**config.mk**
```make
export PLATFORM = sky130hd
export DESIGN_NAME = spi_req_arbiter_flat
export DESIGN_NICKNAME = d
export VERILOG_FILES = /design/src/rtl/spi_req_arbiter_if.sv /design/src/rtl/spi_req_arbiter.sv /design/src/flat_wrapper.sv
export SDC_FILE = /design/constraint.sdc
export NUM_CORES = 1
export LEC_CHECK = 0
export CORE_ASPECT_RATIO = 1.25
export CORE_MARGIN = 5
export CORE_UTILIZATION = 36
export CTS_CLUSTER_DIAMETER = 100
export DETAILED_ROUTE_END_ITERATION = 8
export HOLD_SLACK_MARGIN = 0.02
export PLACE_DENSITY = 0.84
export SYNTH_ARGS = -nofsm -noshare
export SYNTH_HDL_FRONTEND = slang
export SYNTH_SLANG_ARGS = --single-unit
```
**constraint.sdc**
```tcl
create_clock -name clk -period 1.78 [get_ports clk]
set_clock_uncertainty 0.2 [all_clocks]
set_input_delay 0.356 -clock clk [delete_from_list [all_inputs] [get_ports clk]]
set_output_delay 0.356 -clock clk [all_outputs]
set_load 0.005 [all_outputs]
```
**src/rtl/spi_req_arbiter_if.sv**
```systemverilog
`default_nettype none
// +--------------------------------------------------------------------------+
// | Module   : spi_req_arbiter_if                                            |
// | Purpose  : Requester, link and response signals of spi_req_arbiter.      |
// | Revision : 1.0  initial release                                          |
// +--------------------------------------------------------------------------+
interface spi_req_arbiter_if #(
    parameter int NREQ = 4,
    parameter int DW   = 8
);
    localparam int IW = $clog2(NREQ);

    logic [NREQ-1:0]    req;
    logic [NREQ*DW-1:0] req_dat;
    logic [NREQ-1:0]    grant;
    logic [DW-1:0]      p_dat;
    logic               tx_en;
    logic               tx_done;
    logic [DW-1:0]      rcvd_p_dat;
    logic               rsp_valid;
    logic [DW-1:0]      rsp_dat;
    logic [IW-1:0]      rsp_id;
    logic               rsp_err;
    logic               busy;

    // master: the arbiter; slave: requesters plus the SPI link
    modport master (
        input  req, req_dat, tx_done, rcvd_p_dat,
        output grant, p_dat, tx_en, rsp_valid, rsp_dat, rsp_id, rsp_err, busy
    );
    modport slave (
        output req, req_dat, tx_done, rcvd_p_dat,
        input  grant, p_dat, tx_en, rsp_valid, rsp_dat, rsp_id, rsp_err, busy
    );
endinterface
`default_nettype wire

```
**src/rtl/spi_req_arbiter.sv**
```systemverilog
`default_nettype none
// +--------------------------------------------------------------------------+
// | Module   : spi_req_arbiter                                               |
// | Purpose  : Round-robin sharing of one SPI link among NREQ requesters.    |
// |            Optional WAIT timeout enabled by macro SPI_ARB_TIMEOUT_EN.    |
// | Revision : 1.0  initial release                                          |
// +--------------------------------------------------------------------------+
module spi_req_arbiter #(
    parameter int NREQ    = 4,
    parameter int DW      = 8,
    parameter int TMO_CYC = 256
) (
    input  wire logic          clk,
    input  wire logic          rst,
    spi_req_arbiter_if.master  bus
);
    localparam int c_IW = $clog2(NREQ);

    typedef enum logic [2:0] {
        S_IDLE   = 3'd0,
        S_GRANT  = 3'd1,
        S_LAUNCH = 3'd2,
        S_WAIT   = 3'd3,
        S_RESP   = 3'd4
    } state_t;

    state_t          r_state_q, w_state_d;
    logic [c_IW-1:0] r_ptr_q, w_ptr_d;
    logic [c_IW-1:0] r_sel_q, w_sel_d;
    logic [c_IW-1:0] w_rr_sel;
    logic            w_rr_hit;
    logic [2:0]      r_sync_q, w_sync_d;
    logic            w_done_rise;
    logic [NREQ-1:0] r_grant_q, w_grant_d;
    logic [DW-1:0]   r_p_dat_q, w_p_dat_d;
    logic [DW-1:0]   r_rsp_dat_q, w_rsp_dat_d;
    logic            r_tx_en_q, w_tx_en_d;
    logic            r_rsp_valid_q, w_rsp_valid_d;
    logic            r_busy_q, w_busy_d;

`ifdef SPI_ARB_TIMEOUT_EN
    localparam int c_CW_RAW = $clog2(TMO_CYC);
    localparam int c_CW     = (c_CW_RAW < 8) ? 8 : ((c_CW_RAW > 16) ? 16 : c_CW_RAW);
    localparam logic [c_CW-1:0] c_TMO_LAST = c_CW'(TMO_CYC - 1);

    logic [c_CW-1:0] r_cnt_q, w_cnt_d;
    logic            r_err_q, w_err_d;
`else
    logic            w_tmo_unused;
    assign w_tmo_unused = (TMO_CYC > 0);
`endif

    // [0],[1] synchronise tx_done; [2] holds the previous synchronised value
    assign w_sync_d    = {r_sync_q[1:0], bus.tx_done};
    assign w_done_rise = r_sync_q[1] & ~r_sync_q[2];

    // First set request at or after the pointer, wrapping at NREQ-1
    always_comb begin
        int idx;
        w_rr_hit = 1'b0;
        w_rr_sel = '0;
        idx      = 0;
        for (int k = NREQ - 1; k >= 0; k--) begin
            idx = int'(r_ptr_q) + k;
            if (idx >= NREQ) idx = idx - NREQ;
            if (bus.req[c_IW'(idx)]) begin
                w_rr_hit = 1'b1;
                w_rr_sel = c_IW'(idx);
            end
        end
    end

    always_comb begin
        w_state_d   = r_state_q;
        w_ptr_d     = r_ptr_q;
        w_sel_d     = r_sel_q;
        w_grant_d   = '0;
        w_p_dat_d   = r_p_dat_q;
        w_rsp_dat_d = r_rsp_dat_q;
`ifdef SPI_ARB_TIMEOUT_EN
        w_cnt_d     = '0;
        w_err_d     = r_err_q;
`endif
        case (r_state_q)
            S_IDLE: begin
                if (w_rr_hit) begin
                    w_sel_d   = w_rr_sel;
                    w_grant_d = NREQ'(1) << w_rr_sel;
                    w_state_d = S_GRANT;
                end
            end
            S_GRANT: begin
                for (int i = 0; i < NREQ; i++) begin
                    if (r_sel_q == c_IW'(i)) w_p_dat_d = bus.req_dat[i*DW +: DW];
                end
                w_ptr_d   = (r_sel_q == c_IW'(NREQ - 1)) ? '0 : r_sel_q + 1'b1;
                w_state_d = S_LAUNCH;
            end
            S_LAUNCH: begin
`ifdef SPI_ARB_TIMEOUT_EN
                // Counter holds cycles elapsed since LAUNCH
                w_cnt_d   = r_cnt_q + 1'b1;
`endif
                w_state_d = S_WAIT;
            end
            S_WAIT: begin
`ifdef SPI_ARB_TIMEOUT_EN
                w_cnt_d = r_cnt_q + 1'b1;
`endif
                if (w_done_rise) begin
                    w_rsp_dat_d = bus.rcvd_p_dat;
`ifdef SPI_ARB_TIMEOUT_EN
                    w_err_d     = 1'b0;
`endif
                    w_state_d   = S_RESP;
                end
`ifdef SPI_ARB_TIMEOUT_EN
                else if (r_cnt_q == c_TMO_LAST) begin
                    w_rsp_dat_d = '0;
                    w_err_d     = 1'b1;
                    w_state_d   = S_RESP;
                end
`endif
            end
            S_RESP:  w_state_d = S_IDLE;
            default: w_state_d = S_IDLE;
        endcase
        w_tx_en_d     = (w_state_d == S_LAUNCH);
        w_rsp_valid_d = (w_state_d == S_RESP);
        w_busy_d      = (w_state_d != S_IDLE);
    end

    always_ff @(posedge clk) begin
        if (!rst) begin
            r_state_q     <= S_IDLE;
            r_ptr_q       <= '0;
            r_sel_q       <= '0;
            r_sync_q      <= '0;
            r_grant_q     <= '0;
            r_p_dat_q     <= '0;
            r_rsp_dat_q   <= '0;
            r_tx_en_q     <= 1'b0;
            r_rsp_valid_q <= 1'b0;
            r_busy_q      <= 1'b0;
`ifdef SPI_ARB_TIMEOUT_EN
            r_cnt_q       <= '0;
            r_err_q       <= 1'b0;
`endif
        end else begin
            r_state_q     <= w_state_d;
            r_ptr_q       <= w_ptr_d;
            r_sel_q       <= w_sel_d;
            r_sync_q      <= w_sync_d;
            r_grant_q     <= w_grant_d;
            r_p_dat_q     <= w_p_dat_d;
            r_rsp_dat_q   <= w_rsp_dat_d;
            r_tx_en_q     <= w_tx_en_d;
            r_rsp_valid_q <= w_rsp_valid_d;
            r_busy_q      <= w_busy_d;
`ifdef SPI_ARB_TIMEOUT_EN
            r_cnt_q       <= w_cnt_d;
            r_err_q       <= w_err_d;
`endif
        end
    end

    assign bus.grant     = r_grant_q;
    assign bus.p_dat     = r_p_dat_q;
    assign bus.tx_en     = r_tx_en_q;
    assign bus.rsp_valid = r_rsp_valid_q;
    assign bus.rsp_dat   = r_rsp_dat_q;
    assign bus.rsp_id    = r_sel_q;
    assign bus.busy      = r_busy_q;
`ifdef SPI_ARB_TIMEOUT_EN
    assign bus.rsp_err   = r_err_q;
`else
    assign bus.rsp_err   = 1'b0;
`endif
endmodule
`default_nettype wire

```
**src/flat_wrapper.sv**
```systemverilog
// flat-port wrapper written by rule: the top's interface ports become plain ports
module spi_req_arbiter_flat 
#(
    parameter int NREQ    = 4,
    parameter int DW      = 8,
    parameter int TMO_CYC = 256
)
  (clk, rst, bus_req, bus_req_dat, bus_tx_done, bus_rcvd_p_dat, bus_grant, bus_p_dat, bus_tx_en, bus_rsp_valid, bus_rsp_dat, bus_rsp_id, bus_rsp_err, bus_busy);
  spi_req_arbiter_if #(.NREQ(NREQ), .DW(DW)) bus_i ();
  input  wire logic clk;
  input  wire logic rst;
  input wire logic [$bits(bus_i.req)-1:0] bus_req;
  input wire logic [$bits(bus_i.req_dat)-1:0] bus_req_dat;
  input wire logic [$bits(bus_i.tx_done)-1:0] bus_tx_done;
  input wire logic [$bits(bus_i.rcvd_p_dat)-1:0] bus_rcvd_p_dat;
  output wire logic [$bits(bus_i.grant)-1:0] bus_grant;
  output wire logic [$bits(bus_i.p_dat)-1:0] bus_p_dat;
  output wire logic [$bits(bus_i.tx_en)-1:0] bus_tx_en;
  output wire logic [$bits(bus_i.rsp_valid)-1:0] bus_rsp_valid;
  output wire logic [$bits(bus_i.rsp_dat)-1:0] bus_rsp_dat;
  output wire logic [$bits(bus_i.rsp_id)-1:0] bus_rsp_id;
  output wire logic [$bits(bus_i.rsp_err)-1:0] bus_rsp_err;
  output wire logic [$bits(bus_i.busy)-1:0] bus_busy;
  assign bus_i.req = bus_req;
  assign bus_i.req_dat = bus_req_dat;
  assign bus_i.tx_done = bus_tx_done;
  assign bus_i.rcvd_p_dat = bus_rcvd_p_dat;
  assign bus_grant = bus_i.grant;
  assign bus_p_dat = bus_i.p_dat;
  assign bus_tx_en = bus_i.tx_en;
  assign bus_rsp_valid = bus_i.rsp_valid;
  assign bus_rsp_dat = bus_i.rsp_dat;
  assign bus_rsp_id = bus_i.rsp_id;
  assign bus_rsp_err = bus_i.rsp_err;
  assign bus_busy = bus_i.busy;
  spi_req_arbiter #(.NREQ(NREQ), .DW(DW), .TMO_CYC(TMO_CYC)) u_core (.clk(clk), .rst(rst), .bus(bus_i));
endmodule
```
==> results.md <==
* CTS H-tree lvls at 2
* Clock tree from TritonCTS: built
* Detail-routed net length per standard cell at 13.5 µm
* Post-synth EDFFs at 0
* DRT antenna net count at 0
* Run status: finished, violations left
* Area occupied by multi-input gates at 818 µm²
* Area of the die at 5520 µm²
* Antenna diode instance count at 0
* Net count, final at 292
* Utilization after layout at 62.5%
* Sinks on the clock net at 33
* Width of the die at 67.5 µm
* I/O pin cnt at 73
* TritonCTS buffer count at 5
* Site Rows at 26
* CP endpoint kind: register
* Routed wire length at 4.02 mm
* Synth Area per Inst at 9.65 µm²
* Total instance count after detailed placement at 287
* Max clock buf depth at 2
* Post-Synthesis Cells at 154
* Portion of the post-synthesis area used by sequential elements at 44.4%
* Number of max-slew violations in the final report at 0
* Register area at 664 µm²
* Initial cell density of the core at 36.8%
* Pwr Density at 752 nW/µm²
* Violations in the final reports: setup timing
* Number of vias after detailed routing at 1460
* Total iterations of the first detailed-routing run at 6
* Commonest register cell after synthesis: sky130_fd_sc_hd__dfxtp_1
* Final Cycle Share at 102%
* Total leakage power at 0.945 nW
* Die Ht at 81.8 µm
* Post-synthesis async set-or-reset flop share at 0%
* Synth warn at 0
* Weighted congestion at the end of routability-driven global placement at 0.772
* Clock latency on the worst-skew pair at 0.27 ns
* Kind of path behind the tightest hold check: reg2reg
* Area added between synthesis and finish at 69.7%
* Min Hold Slack at 0.232 ns
* Half-perimeter wire length after detailed placement at 3.10 mm
* Core box area at 4030 µm²
* Worst-case vdd ir drop at 639 µV
* Max-Cap Viols at 0
* Worst path required time at 1.72 ns
* Mapped cell area at 1490 µm²
* Register-to-register setup slack at -0.04 ns
* Cell Area, Placed at 2330 µm²
* Clock transition at path regs at 0.06 ns
* Startpoint type of the worst setup path: register
* F_max at 549 MHz
* Pin count of the biggest net entering global routing at 20
* Global-route usage over all layers at 15.1%
* Final setup violation count at 2
* Antenna violations before repair at 0
* Post-route cell area at 2520 µm²
* Fin Setup TNS at -0.0441 ns
* Post-route met1 wirelength at 1.55 mm
* Root Buffer: sky130_fd_sc_hd__clkbuf_8
* Vias in the first global route at 1454
* Wire length of the first global-routing pass at 6.36 mm
* Net count after synthesis at 205
* Fill cell count at 352
* Count of buffers inserted at the top-level ports at 71
* Endpoint arrival time on the critical path at 1.76 ns
* Critical path class: reg2reg
* Filler-free cell count of the finished design at 297
* Unique masters post-synth at 34
* Top layer used by detailed routing: met4
* Final critical path time including I/O delays and setup at 1.82 ns
* Final global-route overflow total at 0
* Iteration-0 DRC Markers at 85
* Met2 WL at 2.10 mm
* Synthesized flop and latch total at 33
* Proportion of layout cells with a drive suffix above 1 at 20.3%
* Met3 Routed Length at 272 µm
* Hold violation count in the final report at 0
* Drc violations at 0
* Peak fanout along the critical path at 5
* Unrepaired setup endpoints after global routing: yes
* Min setup slack post-route at -0.0404 ns
* Number of vias per cell after detailed routing at 4.92
==> metal layers <==
layer,GRT usage [%],vias to the layer above
li1,-,731
met1,16.2,670
met2,27.0,51
met3,4.79,8
met4,6.29,0
met5,0,-
==> power breakdown <==
group	internal, mW	switching (mW)
Clock	0.306	0.232
Sequential	0.796	0.0374
Combinational	0.330	0.195
Total	1.43	0.464
==> worst max-delay path, stage by stage (launching register included) <==
cell and delay, ns:
sky130_fd_sc_hd__dfxtp_2 0.34, sky130_fd_sc_hd__inv_2 0.05, sky130_fd_sc_hd__ha_4 0.18, sky130_fd_sc_hd__buf_12 0.13
sky130_fd_sc_hd__mux2_4 0.29, sky130_fd_sc_hd__a222oi_1 0.40, sky130_fd_sc_hd__a21oi_2 0.10
==> sequential cells by signal (all words and copies together) (netlist names) <==
register / count
u_core.bus.rsp_dat: 8
u_core.bus.rsp_id: 2
u_core.bus.tx_en: 1
u_core.bus.p_dat: 8
u_core.bus.grant: 4
u_core.bus.busy: 1
u_core.r_sync_q: 3
u_core.r_ptr_q: 2
u_core.bus.rsp_valid: 1
u_core.r_state_q: 3
==> cells in the mapped netlist (4+ instances only) <==
| master | instances | area share, % |
|---|---|---|
| sky130_fd_sc_hd__a21oi_1 | 9 | 3.0 |
| sky130_fd_sc_hd__a222oi_1 | 7 | 4.7 |
| sky130_fd_sc_hd__and2_1 | 5 | 2.1 |
| sky130_fd_sc_hd__dfxtp_1 | 33 | 44 |
| sky130_fd_sc_hd__ha_1 | 4 | 3.4 |
| sky130_fd_sc_hd__mux2_2 | 8 | 6.1 |
| sky130_fd_sc_hd__nand2_1 | 13 | 3.3 |
| sky130_fd_sc_hd__nand3_1 | 8 | 2.7 |
| sky130_fd_sc_hd__nor2_1 | 5 | 1.3 |
| sky130_fd_sc_hd__nor2b_1 | 6 | 2.5 |
| sky130_fd_sc_hd__nor3b_1 | 6 | 3.0 |
| sky130_fd_sc_hd__o21ai_0 | 15 | 5.1 |
==> through the flow <==
stage	total power, mW	worst slack, ns
6_report	1.90	-0.0404
5_1_grt	2.00	-0.120
2_1_floorplan	1.07	0.00530
3_5_place_dp	1.33	-0.239
3_3_place_gp	1.31	-0.172
4_1_cts	1.89	-0.00572
==> final cells by class <==
type	instances	area share, %
clock buffers	7	3.42
multi-input cells	110	32.4
flip-flops and latches	33	26.3
inverters	2	0.298
repair buffers	89	34.7
well taps	56	2.78
==> repair_timing <==
| item | in CTS | in global routing |
|---|---|---|
| resized for setup | 11 | 9 |
| setup buffers | 1 | 1 |
| hold buffers | 0 | 0 |
| endpoints found under the setup margin | 10 | 14 |
| cloned | 1 | 0 |
| pin swaps | 11 | 11 |
==> logic make-up (layout without fill, tap and decap cells) <==
kind of cell	count (synthesis)	in the layout	synth area share [%]
buffers and inverters	11	98	4.80
AO/OA/AOI/OAI	41	41	19.1
flip-flops	33	33	44.4
multiplexers	10	10	7.41
adder cells (fa/ha/maj)	4	4	3.37
other	1	1	0.252
AND/OR/NAND/NOR	54	54	20.6
==> cell usage in the layout, fill, tap and decap left out, drive strengths merged, types with 6 or more instances in the layout <==
cell and instances:
buf 18, mux2 8, clkbuf 7, nand3 8, a21oi 11, o21ai 17, nand2 13, nor2b 6
nor2 7, a222oi 7, clkdlybuf4s50 69, dfxtp 33, nor3b 7
==> final timing paths <==
| kind | startpoint | cells after the start | to |
|---|---|---|---|
| setup reg to reg | u_core.bus.rsp_id[1] | 6 | u_core.bus.p_dat[7] |
| hold / removal | u_core.r_sync_q[0] | 1 | u_core.r_sync_q[1] |
| setup / recovery | u_core.bus.rsp_id[1] | 6 | u_core.bus.p_dat[7] |
| hold reg to reg | u_core.r_sync_q[0] | 1 | u_core.r_sync_q[1] |
Note: power is estimated with default switching activity, not from simulation.
==> RTL edit: new RTL, same flow settings <==
`NREQ` is set to 4 in 3 places; all go to 8.
--- a/src/rtl/spi_req_arbiter_if.sv
+++ b/src/rtl/spi_req_arbiter_if.sv
@@ -6,5 +6,5 @@
 // +--------------------------------------------------------------------------+
 interface spi_req_arbiter_if #(
-    parameter int NREQ = 4,
+    parameter int NREQ = 8,
     parameter int DW   = 8
 );
--- a/src/rtl/spi_req_arbiter.sv
+++ b/src/rtl/spi_req_arbiter.sv
@@ -7,5 +7,5 @@
 // +--------------------------------------------------------------------------+
 module spi_req_arbiter #(
-    parameter int NREQ    = 4,
+    parameter int NREQ    = 8,
     parameter int DW      = 8,
     parameter int TMO_CYC = 256
--- a/src/flat_wrapper.sv
+++ b/src/flat_wrapper.sv
@@ -2,5 +2,5 @@
 module spi_req_arbiter_flat 
 #(
-    parameter int NREQ    = 4,
+    parameter int NREQ    = 8,
     parameter int DW      = 8,
     parameter int TMO_CYC = 256
Ports: changed (resized bus_grant, bus_req, bus_req_dat and bus_rsp_id); port bits go from 73 to 114. No check against the original RTL was run, so the function may have changed too.
==> RTL edit against the unedited design <==
  * The run still ends with negative setup slack left
  * Synthesized cell count increased by 120%
  * Total power grew to 2.5 times the old value
  * Synthesized area grew 91%
  * Design area is 110% higher
  * Register-to-register slack worse by 0.89 ns
  * Fmax decreased by 33%
  * Sequential cell count rose by 6
  * Wire length grew to 2.6 times the old value
  * Setup slack got worse by 0.91 ns
  * Worst hold slack improved by 0.011 ns
==> RTL edit: results (changes against the unedited design) <==
Run status
  • Status: complete, but fails checks
  • Violated checks: negative setup slack

Global routing
  • Vias in the first global route: 3509 (+140%)
  • Total track usage: 0.208 (+0.0569)
  • Largest net degree at the start of global routing: 18 (-10%)
  • GR Util met2: 0.409 (+0.139)
  • Antenna violations before repair: 0 (unchanged)
  • First-pass GRT wire length: 16100 um (+150%)
  • Met3 Use GR: 0.0270 (-0.0209)
  • GR Layer Usage met1: 0.209 (+0.0469)

Synthesis
  • Commonest cells in the netlist: 42 x nand2_1, 39 x dfxtp_1, 24 x nor2_1
  • Proportion of synthesized area in mux cells: 0.147 (+0.0730)
  • Sequential share of the synthesized area: 0.275 (-0.170)
  • Post-synthesis adder-cell area fraction: 0.0352 (+0.00156)
  • Post-Synthesis Cells: 335 (+120%)
  • Synth area leaders: dfxtp_1 27%, mux4_2 7.1%, mux2i_1 6.0%, nand2_1 5.5%, ha_1 3.5%
  • Complex-gate fraction of the synthesized area: 0.264 (+0.0727)
  • Xor/xnor share of the synthesized area: 0.00925 (+0.00925)
  • Post-synth cell types: 54 (+59%)

Final layout
  • Inverter count: 9 (+7)
  • Final-stage net count: 607 (+110%)
  • Clock-cell share: 0.0249 (-0.00931)
  • Plain + repair buffers: 198 (+120%)
  • Multi-input combinational cell area: 0.00238 mm^2 (+190%)
  • Sequential cell area share: 0.150 (-0.113)
  • Count of multi-input gates: 263 (+140%)
  • Layout cells sized above 1: 0.364 (+0.160)
  • NonClk Buf Share: 0.347 (about the same)
  • # clk buffers: 6 (-1)

Pwr
  • VDD IR max: 477 uV (-25%)
  • Leakage: 0.00196 uW (+110%)

STA
  • PnR worst setup slack: -0.948 ns (-0.908 ns)
  • # setup viols final: 21 (+19)
  • Setup TNS: -14.25 ns (-14.21 ns)

Drt
  • WL/cell: 17.1 um (+26%)
  • Routed wire length: 10500 um (+160%)
  • Drt pass-1 iters: 4 (-2)
  • Metal1 wirelength: 3690 um (+140%)
  • Met3 wire length: 731 um (+170%)
  • Detailed Route Iter0 Violations: 114 (+34%)
  • Vias: 3355 (+130%)

Clock tree
  • TritonCTS Sinks: 39 (+18%)
  • Worst-Skew Late Latency: 0.29 ns (+0.02 ns)
  • Setup Buffers After CTS: 11 (+10)
  • Cts repair resizes: 67 (+56)

Setup path
  • Setup CP Type: in2reg
  • FF-to-FF End: u_core.bus.grant[7]
  • Data arrival, critical path: 2.72 ns (+0.96 ns)
  • CP max stage delay: 0.52 ns (+0.12 ns)
  • CP startpoint: bus_req[2]
  • FF-to-FF setup slack: -0.93 ns (-0.89 ns)
  • Reg2reg path depth: 9 (+3)
  • Slowest CP cell: mux4_2

Placed design
  • Number of port buffers: 112 (+58%)
  • Placed cell count: 592 (+110%)
  • Hpwl dp: 7850 um (+150%)
  • Pre-CTS WS: -1.33 ns (-1.09 ns)
  • RePlAce Congestion: 0.947 (+23%)

Floorplanning
  • Core ar.: 0.00775 mm^2 (+92%)
==> RTL edit: cell types whose count changed after synthesis, sizes merged, moves of 7 or more <==
| cell | change |
|---|---|
| a222oi | -7 |
| inv | +7 |
| nor2 | +17 |
| mux2i | +15 |
| clkbuf | +12 |
| or3b | +8 |
| a31oi | +10 |
| o311ai | +8 |
| a311o | +8 |
| nand2 | +29 |
| mux4 | +9 |
| o211ai | +11 |
==> RTL edit: worst min-delay path by stage <==
stage | end | slack [ns]
floorplan | u_core.r_sync_q[1] | 0.21
global placement | u_core.r_sync_q[1] | 0.23
detailed placement | u_core.r_sync_q[1] | 0.23
CTS | u_core.r_sync_q[1] | 0.25
global route | u_core.r_sync_q[1] | 0.28
finish | u_core.r_sync_q[1] | 0.24
==> RTL edit: power breakdown <==
| part | total [uW] | internal (uW) | switching (uW) |
|---|---|---|---|
| clock | 860 | 560 | 300 |
| combinational | 2860 | 1570 | 1290 |
| sequential | 1060 | 976 | 83.9 |
| total | 4780 | 3110 | 1670 |
